[config.mk]
export PLATFORM = sky130hd
export DESIGN_NAME = dsp_frame_sequencer_flat
export DESIGN_NICKNAME = d
export VERILOG_FILES = /design/src/rtl/dsp_frame_sequencer_if.sv /design/src/rtl/dsp_frame_sequencer.sv /design/src/flat_wrapper.sv
export SDC_FILE = /design/constraint.sdc
export NUM_CORES = 1
export LEC_CHECK = 0
export CELL_PAD_IN_SITES_DETAIL_PLACEMENT = 0
export CELL_PAD_IN_SITES_GLOBAL_PLACEMENT = 1
export CORE_ASPECT_RATIO = 0.5
export CORE_MARGIN = 2
export CORE_UTILIZATION = 38
export CTS_BUF_LIST = sky130_fd_sc_hd__clkbuf_4
export DETAILED_ROUTE_END_ITERATION = 8
export PLACE_DENSITY = 0.93
export SETUP_SLACK_MARGIN = 0.2
export SLEW_MARGIN = 20
export SYNTH_ARGS = -nofsm -noshare
export SYNTH_HDL_FRONTEND = slang
export SYNTH_SLANG_ARGS = --single-unit
[constraint.sdc]
create_clock -name clk -period 2.8 [get_ports clk]
set_clock_uncertainty 0.1 [all_clocks]
set_input_delay 0.42 -clock clk [delete_from_list [all_inputs] [get_ports clk]]
set_output_delay 0.42 -clock clk [all_outputs]
set_load 0.005 [all_outputs]
[src/rtl/dsp_frame_sequencer_if.sv]
// dsp_frame_sequencer_if: frame control, instruction memory and core issue signals of the sequencer
interface dsp_frame_sequencer_if #(
  parameter int INSTR_ADDR_WIDTH  = 10,
  parameter int SAMPLE_ADDR_WIDTH = 10,
  parameter int PARAM_ADDR_WIDTH  = 10,
  parameter int INSTR_WIDTH       = 6 + SAMPLE_ADDR_WIDTH + PARAM_ADDR_WIDTH
);
  logic                         sample_tick;
  logic [INSTR_ADDR_WIDTH-1:0]  prog_last;
  logic [INSTR_ADDR_WIDTH-1:0]  instr_rd_addr;
  logic [INSTR_WIDTH-1:0]       instr_rd_data;
  logic [INSTR_WIDTH-1:0]       instr_out;
  logic [SAMPLE_ADDR_WIDTH-1:0] rot_base;
  logic                         busy;
  logic                         frame_done;
  logic                         overrun;
  logic                         overrun_clr;
  modport master (
    input  sample_tick, prog_last, instr_rd_data, overrun_clr,
    output instr_rd_addr, instr_out, rot_base, busy, frame_done, overrun
  );
  modport slave (
    output sample_tick, prog_last, instr_rd_data, overrun_clr,
    input  instr_rd_addr, instr_out, rot_base, busy, frame_done, overrun
  );
endinterface

[src/rtl/dsp_frame_sequencer.sv]
// dsp_frame_sequencer: per-frame program pass issue with circular-buffer sample address rotation
module dsp_frame_sequencer #(
  parameter int INSTR_ADDR_WIDTH  = 10,
  parameter int SAMPLE_ADDR_WIDTH = 10,
  parameter int PARAM_ADDR_WIDTH  = 10,
  parameter int INSTR_WIDTH       = 6 + SAMPLE_ADDR_WIDTH + PARAM_ADDR_WIDTH,
  parameter int PIPE_DEPTH        = 4
) (
  input  logic                   clk,
  input  logic                   reset_n,
  dsp_frame_sequencer_if.master  bus
);
  localparam int CW = $clog2(PIPE_DEPTH + 2);
  typedef enum logic [1:0] {IDLE, RUN, DRAIN} state_t;
  state_t                       state_q;
  logic [INSTR_ADDR_WIDTH-1:0]  pc_q, last_q;
  logic [SAMPLE_ADDR_WIDTH-1:0] rot_q;
  logic [CW-1:0]                cnt_q;
  logic                         fetch_v_q, busy_q, done_q, ovr_q;
  logic [INSTR_WIDTH-1:0]       out_q, out_d;
  logic [5:0]                   op;
  logic [SAMPLE_ADDR_WIDTH-1:0] sa;
  logic [PARAM_ADDR_WIDTH-1:0]  pa;
  assign {op, sa, pa} = bus.instr_rd_data;
  // sum is self-determined inside the concatenation, giving the modulo wrap
  assign out_d = (op == '0) ? '0 : {op, sa + rot_q, pa};
  assign bus.instr_rd_addr = pc_q;
  assign bus.instr_out     = out_q;
  assign bus.rot_base      = rot_q;
  assign bus.busy          = busy_q;
  assign bus.frame_done    = done_q;
  assign bus.overrun       = ovr_q;
  always_ff @(posedge clk or negedge reset_n) begin
    if (!reset_n) begin
      state_q   <= IDLE;
      pc_q      <= '0;
      last_q    <= '0;
      rot_q     <= '0;
      cnt_q     <= '0;
      fetch_v_q <= 1'b0;
      out_q     <= '0;
      busy_q    <= 1'b0;
      done_q    <= 1'b0;
      ovr_q     <= 1'b0;
    end else begin
      fetch_v_q <= state_q == RUN;
      out_q     <= fetch_v_q ? out_d : '0;
      done_q    <= state_q == DRAIN && cnt_q == '0;
      ovr_q     <= (bus.sample_tick && state_q != IDLE) || (ovr_q && !bus.overrun_clr);
      case (state_q)
        IDLE: if (bus.sample_tick) begin
          last_q  <= bus.prog_last;
          pc_q    <= '0;
          rot_q   <= rot_q + '1;
          busy_q  <= 1'b1;
          state_q <= RUN;
        end
        // PC parks on the last address so it can never wrap mid-pass
        RUN: if (pc_q == last_q) begin
          cnt_q   <= CW'(PIPE_DEPTH + 1);
          state_q <= DRAIN;
        end else pc_q <= pc_q + INSTR_ADDR_WIDTH'(1);
        DRAIN: if (cnt_q == '0) begin
          busy_q  <= 1'b0;
          state_q <= IDLE;
        end else cnt_q <= cnt_q - CW'(1);
        default: state_q <= IDLE;
      endcase
    end
  end
endmodule

[src/flat_wrapper.sv]
// flat-port wrapper written by rule: the top's interface ports become plain ports
module dsp_frame_sequencer_flat 
#(
  parameter int INSTR_ADDR_WIDTH  = 10,
  parameter int SAMPLE_ADDR_WIDTH = 10,
  parameter int PARAM_ADDR_WIDTH  = 10,
  parameter int INSTR_WIDTH       = 6 + SAMPLE_ADDR_WIDTH + PARAM_ADDR_WIDTH,
  parameter int PIPE_DEPTH        = 4
)
  (clk, reset_n, bus_sample_tick, bus_prog_last, bus_instr_rd_data, bus_overrun_clr, bus_instr_rd_addr, bus_instr_out, bus_rot_base, bus_busy, bus_frame_done, bus_overrun);
  dsp_frame_sequencer_if #(.INSTR_ADDR_WIDTH(INSTR_ADDR_WIDTH), .SAMPLE_ADDR_WIDTH(SAMPLE_ADDR_WIDTH), .PARAM_ADDR_WIDTH(PARAM_ADDR_WIDTH), .INSTR_WIDTH(INSTR_WIDTH)) bus_i ();
  input  logic clk;
  input  logic reset_n;
  input wire logic [$bits(bus_i.sample_tick)-1:0] bus_sample_tick;
  input wire logic [$bits(bus_i.prog_last)-1:0] bus_prog_last;
  input wire logic [$bits(bus_i.instr_rd_data)-1:0] bus_instr_rd_data;
  input wire logic [$bits(bus_i.overrun_clr)-1:0] bus_overrun_clr;
  output wire logic [$bits(bus_i.instr_rd_addr)-1:0] bus_instr_rd_addr;
  output wire logic [$bits(bus_i.instr_out)-1:0] bus_instr_out;
  output wire logic [$bits(bus_i.rot_base)-1:0] bus_rot_base;
  output wire logic [$bits(bus_i.busy)-1:0] bus_busy;
  output wire logic [$bits(bus_i.frame_done)-1:0] bus_frame_done;
  output wire logic [$bits(bus_i.overrun)-1:0] bus_overrun;
  assign bus_i.sample_tick = bus_sample_tick;
  assign bus_i.prog_last = bus_prog_last;
  assign bus_i.instr_rd_data = bus_instr_rd_data;
  assign bus_i.overrun_clr = bus_overrun_clr;
  assign bus_instr_rd_addr = bus_i.instr_rd_addr;
  assign bus_instr_out = bus_i.instr_out;
  assign bus_rot_base = bus_i.rot_base;
  assign bus_busy = bus_i.busy;
  assign bus_frame_done = bus_i.frame_done;
  assign bus_overrun = bus_i.overrun;
  dsp_frame_sequencer #(.INSTR_ADDR_WIDTH(INSTR_ADDR_WIDTH), .SAMPLE_ADDR_WIDTH(SAMPLE_ADDR_WIDTH), .PARAM_ADDR_WIDTH(PARAM_ADDR_WIDTH), .INSTR_WIDTH(INSTR_WIDTH), .PIPE_DEPTH(PIPE_DEPTH)) u_core (.clk(clk), .reset_n(reset_n), .bus(bus_i));
endmodule
==> results by group <==
STA
  • Fin crit share: 0.8404
  • Final worst slack: 447.0 ps
  • Slew HR: 0.4607
  • Final hold vios: 0
  • Final Max Slew Viols: 0
  • RSZ-0062 raised after global routing: false
  • Worst slew pin tran: 808.9 ps
  • Smallest hold slack: 73.59 ps
  • F_max: 425.0 MHz
  • Final min period: 2353 ps
  • Setup violators final: 0
  • Setup_tns: 0 ps

Cells and area
  • Diode count: 0
  • Area occupied by multi-input gates: 1433 um^2
  • Most common cell after layout, fill and taps aside: clkdlybuf4s50_1
  • Nets@finish: 439
  • Most frequent cells in the layout: 87 x clkdlybuf4s50_1, 65 x dfrtp_1, 49 x nand2_1
  • Area Overhead vs Synth: 36.54%
  • Layout fillers: 755
  • Sequential cell area: 1627 um^2
  • Share of layout cells above drive strength 1: 0.06923

Detailed routing
  • Drt wl/cell: 13.48 um
  • Vias/cell: 4.697
  • Post-DRT Antenna Nets: 0
  • 1st-iter DRT viols: 134
  • Drt drc: 0
  • First drt pass iteration count: 4
  • Overall via count from detail_route: 2358
  • Final wirelength: 6768 um

Placement
  • Port Buffers: 88
  • DPL Wire Length: 5056 um
  • Pre-CTS setup slack: 90.78 ps
  • GPL Wtd Cong: 0.8325

Setup path
  • Max incr delay on CP: 470 ps
  • FF-to-FF End: u_core.bus.instr_out[18]$_DFF_PN0_
  • Top cell family by delay on the critical path: compound AO/OA/AOI/OAI gates
  • Kind of critical path: reg2reg
  • Crit Path Max Fanout: 4
  • Reg2reg setup slack: 450 ps
  • Critical path launch point type: flop
  • Most frequent CP cell: a21oi_1
  • Worst r2r src: u_core.bus.rot_base[0]$_DFFE_PN0P_
  • Crit. End Element: flop
  • Req. time, crit path: 2980 ps
  • Slowest CP cell: a2111oi_0
  • Ordered cell list for the critical path: ha_1 -> fa_1 -> a21oi_1 -> o21ai_0 -> a2111oi_0 -> or3_1 -> a21oi_1
  • Crit path DAT: 2540 ps
  • Critical path depth: 7
  • Buf+Inv Stages, Crit Path: 0
  • Reg2Reg Depth: 7

Yosys
  • Asr flop ratio synth: 1.000
  • Primary FF master, synth: dfrtp_1
  • Post-Syn Area per Cell: 10.81 um^2
  • Post-synth EDFFs: 0
  • Sequential area share after synthesis: 0.5208
  • Yosys Warn Count: 0
  • Number of synthesized register bits: 65
  • Mapped cell area: 3123 um^2
  • Cells after Synth: 289
  • Cell variety after synth: 49
  • Syn_nets: 343

Run status
  • Status: completed

Power
  • Power per cell area: 949.4 nW/um^2
  • Worst vdd ir: 0.0003332 V
  • Leakage: 0.001866 uW

Clocking
  • Clk Tree Root Cell: clkbuf_4
  • Hold-fix buffers at CTS: 0
  • Post-CTS Setup Bufs: 0
  • Htree depth: 3
  • Post_cts resized: 0
  • Clk_lat worst skew: 410 ps
  • Clock Sink Count: 65
  • CTS Buffer Depth: 2
  • CTS tree: done
  • TritonCTS Buffers: 9
  • Clk slew on worst S/H paths: 100 ps

Die
  • Die area: 9004 um^2
  • Starting density of the core: 0.3904
  • Chip height: 68.11 um
  • Die extent in x: 132.2 um
  • Core ar.: 8000 um^2
  • Row count: 23
  • Num ports: 89

GRT
  • Largest net degree at the start of global routing: 66
  • Initial antenna violation count: 0
  • GRT Resource Usage Total: 0.1650
  • Global-route wire length before repair: 11360 um
  • Remaining global-route overflow: 0
  • Vias in the first global route: 2398

Flow run
  • Total of max-cap violations: 0

Min path
  • Worst hold path class: in2async
==> registers in the layout (all words and copies together), names as in the netlist <==
| name | flops |
|---|---|
| u_core.bus.rot_base | 10 |
| u_core.bus.busy | 1 |
| u_core.bus.frame_done | 1 |
| u_core.bus.overrun | 1 |
| u_core.state_q | 2 |
| u_core.bus.instr_out | 26 |
| u_core.bus.instr_rd_addr | 10 |
| u_core.last_q | 10 |
| u_core.fetch_v_q | 1 |
| u_core.cnt_q | 3 |
==> final cells by class <==
class	count	share of cell area
repair buffers	91	0.2107
flip-flops and latches	65	0.3815
multi-input cells	208	0.3360
inverters	10	0.008803
clock inverters	5	0.01086
well taps	112	0.03286
clock buffers	11	0.01937
==> worst max path at each step <==
stage                                              end                                from  slack, ps
finish              u_core.bus.instr_out[18]$_DFF_PN0_  u_core.bus.rot_base[0]$_DFFE_PN0P_        450
global route        u_core.bus.instr_out[18]$_DFF_PN0_  u_core.bus.rot_base[0]$_DFFE_PN0P_        270
CTS                 u_core.bus.instr_out[18]$_DFF_PN0_  u_core.bus.rot_base[0]$_DFFE_PN0P_        460
detailed placement  u_core.bus.instr_out[18]$_DFF_PN0_               bus_instr_rd_data[10]         90
global placement    u_core.bus.instr_out[18]$_DFF_PN0_               bus_instr_rd_data[10]        150
floorplan           u_core.bus.instr_out[18]$_DFF_PN0_  u_core.bus.rot_base[0]$_DFFE_PN0P_        660
==> per-stage QoR <==
| step | area, um^2 | total power [uW] | cells | util |
|---|---|---|---|---|
| after floorplan | 3123 | 2655 | 289 | - |
| after global placement | 4135 | 3433 | 486 | 0.5169 |
| after detailed placement | 4135 | 3491 | 486 | 0.5169 |
| after CTS | 4264 | 4114 | 502 | 0.5330 |
| after global routing | 4264 | 4396 | 502 | 0.5330 |
| final | 4264 | 4048 | 502 | 0.5330 |
==> cells by family after synthesis <==
logic type,after synthesis,share of synthesized area
AO/OA/AOI/OAI,43,0.09535
XOR/XNOR,25,0.07011
adder cells (fa/ha/maj),14,0.05850
buffers and inverters,16,0.02044
flip-flops,65,0.5208
multiplexers,6,0.02123
AND/OR/NAND/NOR,120,0.2135
==> where the power goes <==
part / leakage (uW) / switching (uW) / internal [uW]
Clock: 0.0000734 / 323 / 283
Combinational: 0.000992 / 854 / 998
Sequential: 0.000800 / 315 / 1280
==> worst reg2reg max path, stage by stage, from the launching register on <==
cell	delay (ps)
dfrtp_1	430
ha_1	250
fa_1	420
a21oi_1	200
o21ai_0	120
a2111oi_0	470
or3_1	180
a21oi_1	60
==> routing by layer <==
layer | GRT usage | part of all wire
met2 | 0.2891 | 0.48
met4 | 0.08065 | 0.020
met1 | 0.1938 | 0.46
met5 | 0 | 0
met3 | 0.04667 | 0.042
==> Yosys cell counts (3+ instances only) <==
cell	number	share of area
a21oi_1	11	0.018
nor2_1	14	0.017
nand2_1	49	0.059
clkbuf_1	5	0.0060
dfrtp_1	65	0.52
xor2_1	13	0.036
and2_1	19	0.038
o21ai_0	12	0.019
nor3_1	6	0.0096
nand4_1	4	0.0080
nor2b_1	3	0.0060
ha_1	13	0.052
xnor2_1	12	0.034
inv_1	10	0.012
and3_1	3	0.0060
a221o_1	4	0.013
mux2i_1	4	0.013
Note: power is estimated with default switching activity, not from simulation.
==> RTL change: new RTL, config.mk and constraints unchanged <==
`INSTR_ADDR_WIDTH` is set to 10 in 3 places; all go to 9.
--- a/src/rtl/dsp_frame_sequencer_if.sv
+++ b/src/rtl/dsp_frame_sequencer_if.sv
@@ -1,6 +1,6 @@
 // dsp_frame_sequencer_if: frame control, instruction memory and core issue signals of the sequencer
 interface dsp_frame_sequencer_if #(
-  parameter int INSTR_ADDR_WIDTH  = 10,
+  parameter int INSTR_ADDR_WIDTH  = 9,
   parameter int SAMPLE_ADDR_WIDTH = 10,
   parameter int PARAM_ADDR_WIDTH  = 10,
   parameter int INSTR_WIDTH       = 6 + SAMPLE_ADDR_WIDTH + PARAM_ADDR_WIDTH
--- a/src/rtl/dsp_frame_sequencer.sv
+++ b/src/rtl/dsp_frame_sequencer.sv
@@ -1,6 +1,6 @@
 // dsp_frame_sequencer: per-frame program pass issue with circular-buffer sample address rotation
 module dsp_frame_sequencer #(
-  parameter int INSTR_ADDR_WIDTH  = 10,
+  parameter int INSTR_ADDR_WIDTH  = 9,
   parameter int SAMPLE_ADDR_WIDTH = 10,
   parameter int PARAM_ADDR_WIDTH  = 10,
   parameter int INSTR_WIDTH       = 6 + SAMPLE_ADDR_WIDTH + PARAM_ADDR_WIDTH,
--- a/src/flat_wrapper.sv
+++ b/src/flat_wrapper.sv
@@ -1,7 +1,7 @@
 // flat-port wrapper written by rule: the top's interface ports become plain ports
 module dsp_frame_sequencer_flat 
 #(
-  parameter int INSTR_ADDR_WIDTH  = 10,
+  parameter int INSTR_ADDR_WIDTH  = 9,
   parameter int SAMPLE_ADDR_WIDTH = 10,
   parameter int PARAM_ADDR_WIDTH  = 10,
   parameter int INSTR_WIDTH       = 6 + SAMPLE_ADDR_WIDTH + PARAM_ADDR_WIDTH,
Interface: changed (resized bus_instr_rd_addr and bus_prog_last); port bits go from 89 to 87. No check against the original RTL was run, so the function may have changed too.
==> RTL change against the unedited design <==
Critical path type unchanged; synthesized cell count shrank 1.4%; wire length grew 1.3%; area after synthesis grew 0.12%; hold slack gained 0.34 ns; setup slack lost 0.029 ns; sequential cell count shrank 2; maximum frequency shrank 1.2%; design area shrank 1.2%.
Power is not compared: it rests on default switching activity, and its combinational part moved more than twofold at a synthesized area within 25%.
==> RTL change: results (changes against the unedited design) <==
Hold Slack 0.4099 ns (+0.3363 ns); CP endpoint u_core.bus.instr_out[18]$_DFF_PN0_; Inserted Clock Buffers 9 (unchanged); gr usage total 16.37% (-0.13 points); Antenna Cells 0 (unchanged); worst slew pin tran 0.6283 ns (-0.1807 ns); Post-synth top cells 63 x dfrtp_1, 43 x nand2_1, 18 x and2_1; fin nets 435 (-0.91%); CP max stage cell dfrtp_1; DP Wirelength 5102 um (+0.92%); CTS max path bufs 2 (unchanged); Multi-input gate area 1456 um2 (+1.7%); multi-input gate count 203 (-2.4%); buffering overhead 21.44% (+0.37 points); fin cells 496 (-1.2%); Inverters 13 (+3); Hold WC Path Type flop to flop; Non-clk bufs 92 (+1.1%); root buffer cell clkbuf_4; Placed Area 4115 um2 (-0.48%); share of cells above drive strength 1 9.896% (+3.0 points); Seq area share 37.41% (-0.73 points); DR vias 2,404 (+2.0%); Synth cell types 55 (+12%); peak supply drop roughly 0.17 mV; WL/cell 13.83 um (+2.6%); cell family with most CP delay adder cells; Max stage delay on crit path 0.49 ns (+0.02 ns); Seq cells post-synth 63 (-3.1%); initial DRC count 146 (+9.0%); RD Place Congestion 0.8051 (-3.3%); Post-Syn Area 3127 um2 (+0.12%); critical path arrival 2.59 ns (+0.05 ns); pin count of the biggest net entering global routing 28 (-58%); global-route wire length before repair 11,440 um (+0.67%); flop2flop setup slack 0.42 ns (-0.03 ns); crit-path max FO 6 (+2); sequential area share after synthesis 50.42% (-1.7 points); cts hold-fix bufs 1 (+1); min Tclk post-route 2.382 ns (+0.02873 ns); # Post-CTS Setup Buffers 0 (unchanged); Filler cells 742 (-1.7%); PortBufs 86 (-2.3%); Syn Nets 338 (-1.5%); number of antenna violations at the first check in global routing 0 (unchanged); dpl ws 0.1804 ns (+0.08963 ns); router iterations before antenna repair 4 (unchanged); clk cell area share 2.108% (-0.91 points); Synth async-reset ratio 100.0% (unchanged); reg2reg path depth 7 (unchanged); worst skew pair latency 0.41 ns (about the same); Placed Cells 482 (-0.82%); status completed; gate count after technology mapping 285 (-1.4%); worst r2r dst u_core.bus.instr_out[18]$_DFF_PN0_; synth top area cells dfrtp_1 50%, ha_1 5.2%, nand2_1 5.2%; Clock transition at path regs 0.10 ns (about the same); number of clock buffers in the layout 10 (-1); Worst Setup Start Kind flop
[RTL change: power by group]
part / total, mW / switching [mW] / internal [mW]
clock: 0.476 / 0.304 / 0.172
combinational: 0.228 / 0.0854 / 0.143
sequential: 0.957 / 0.0154 / 0.942
[RTL change: metal layers]
| metal | GRT usage, % | part of all wire [%] |
|---|---|---|
| met1 | 20.13 | 46 |
| met2 | 28.32 | 49 |
| met3 | 4.667 | 4.0 |
| met4 | 6.048 | 0.86 |
| met5 | 0 | 0 |
[RTL change: logic make-up (layout without fill, tap and decap cells)]
family                   Yosys count  after routing  synth area share [%]
XOR/XNOR                          22             22                 6.163
adder cells (fa/ha/maj)           14             14                 5.842
AO/OA/AOI/OAI                     50             50                 12.81
flip-flops                        63             63                 50.42
buffers and inverters             19            118                 3.001
multiplexers                       3              3                 1.000
AND/OR/NAND/NOR                  114            114                 20.77
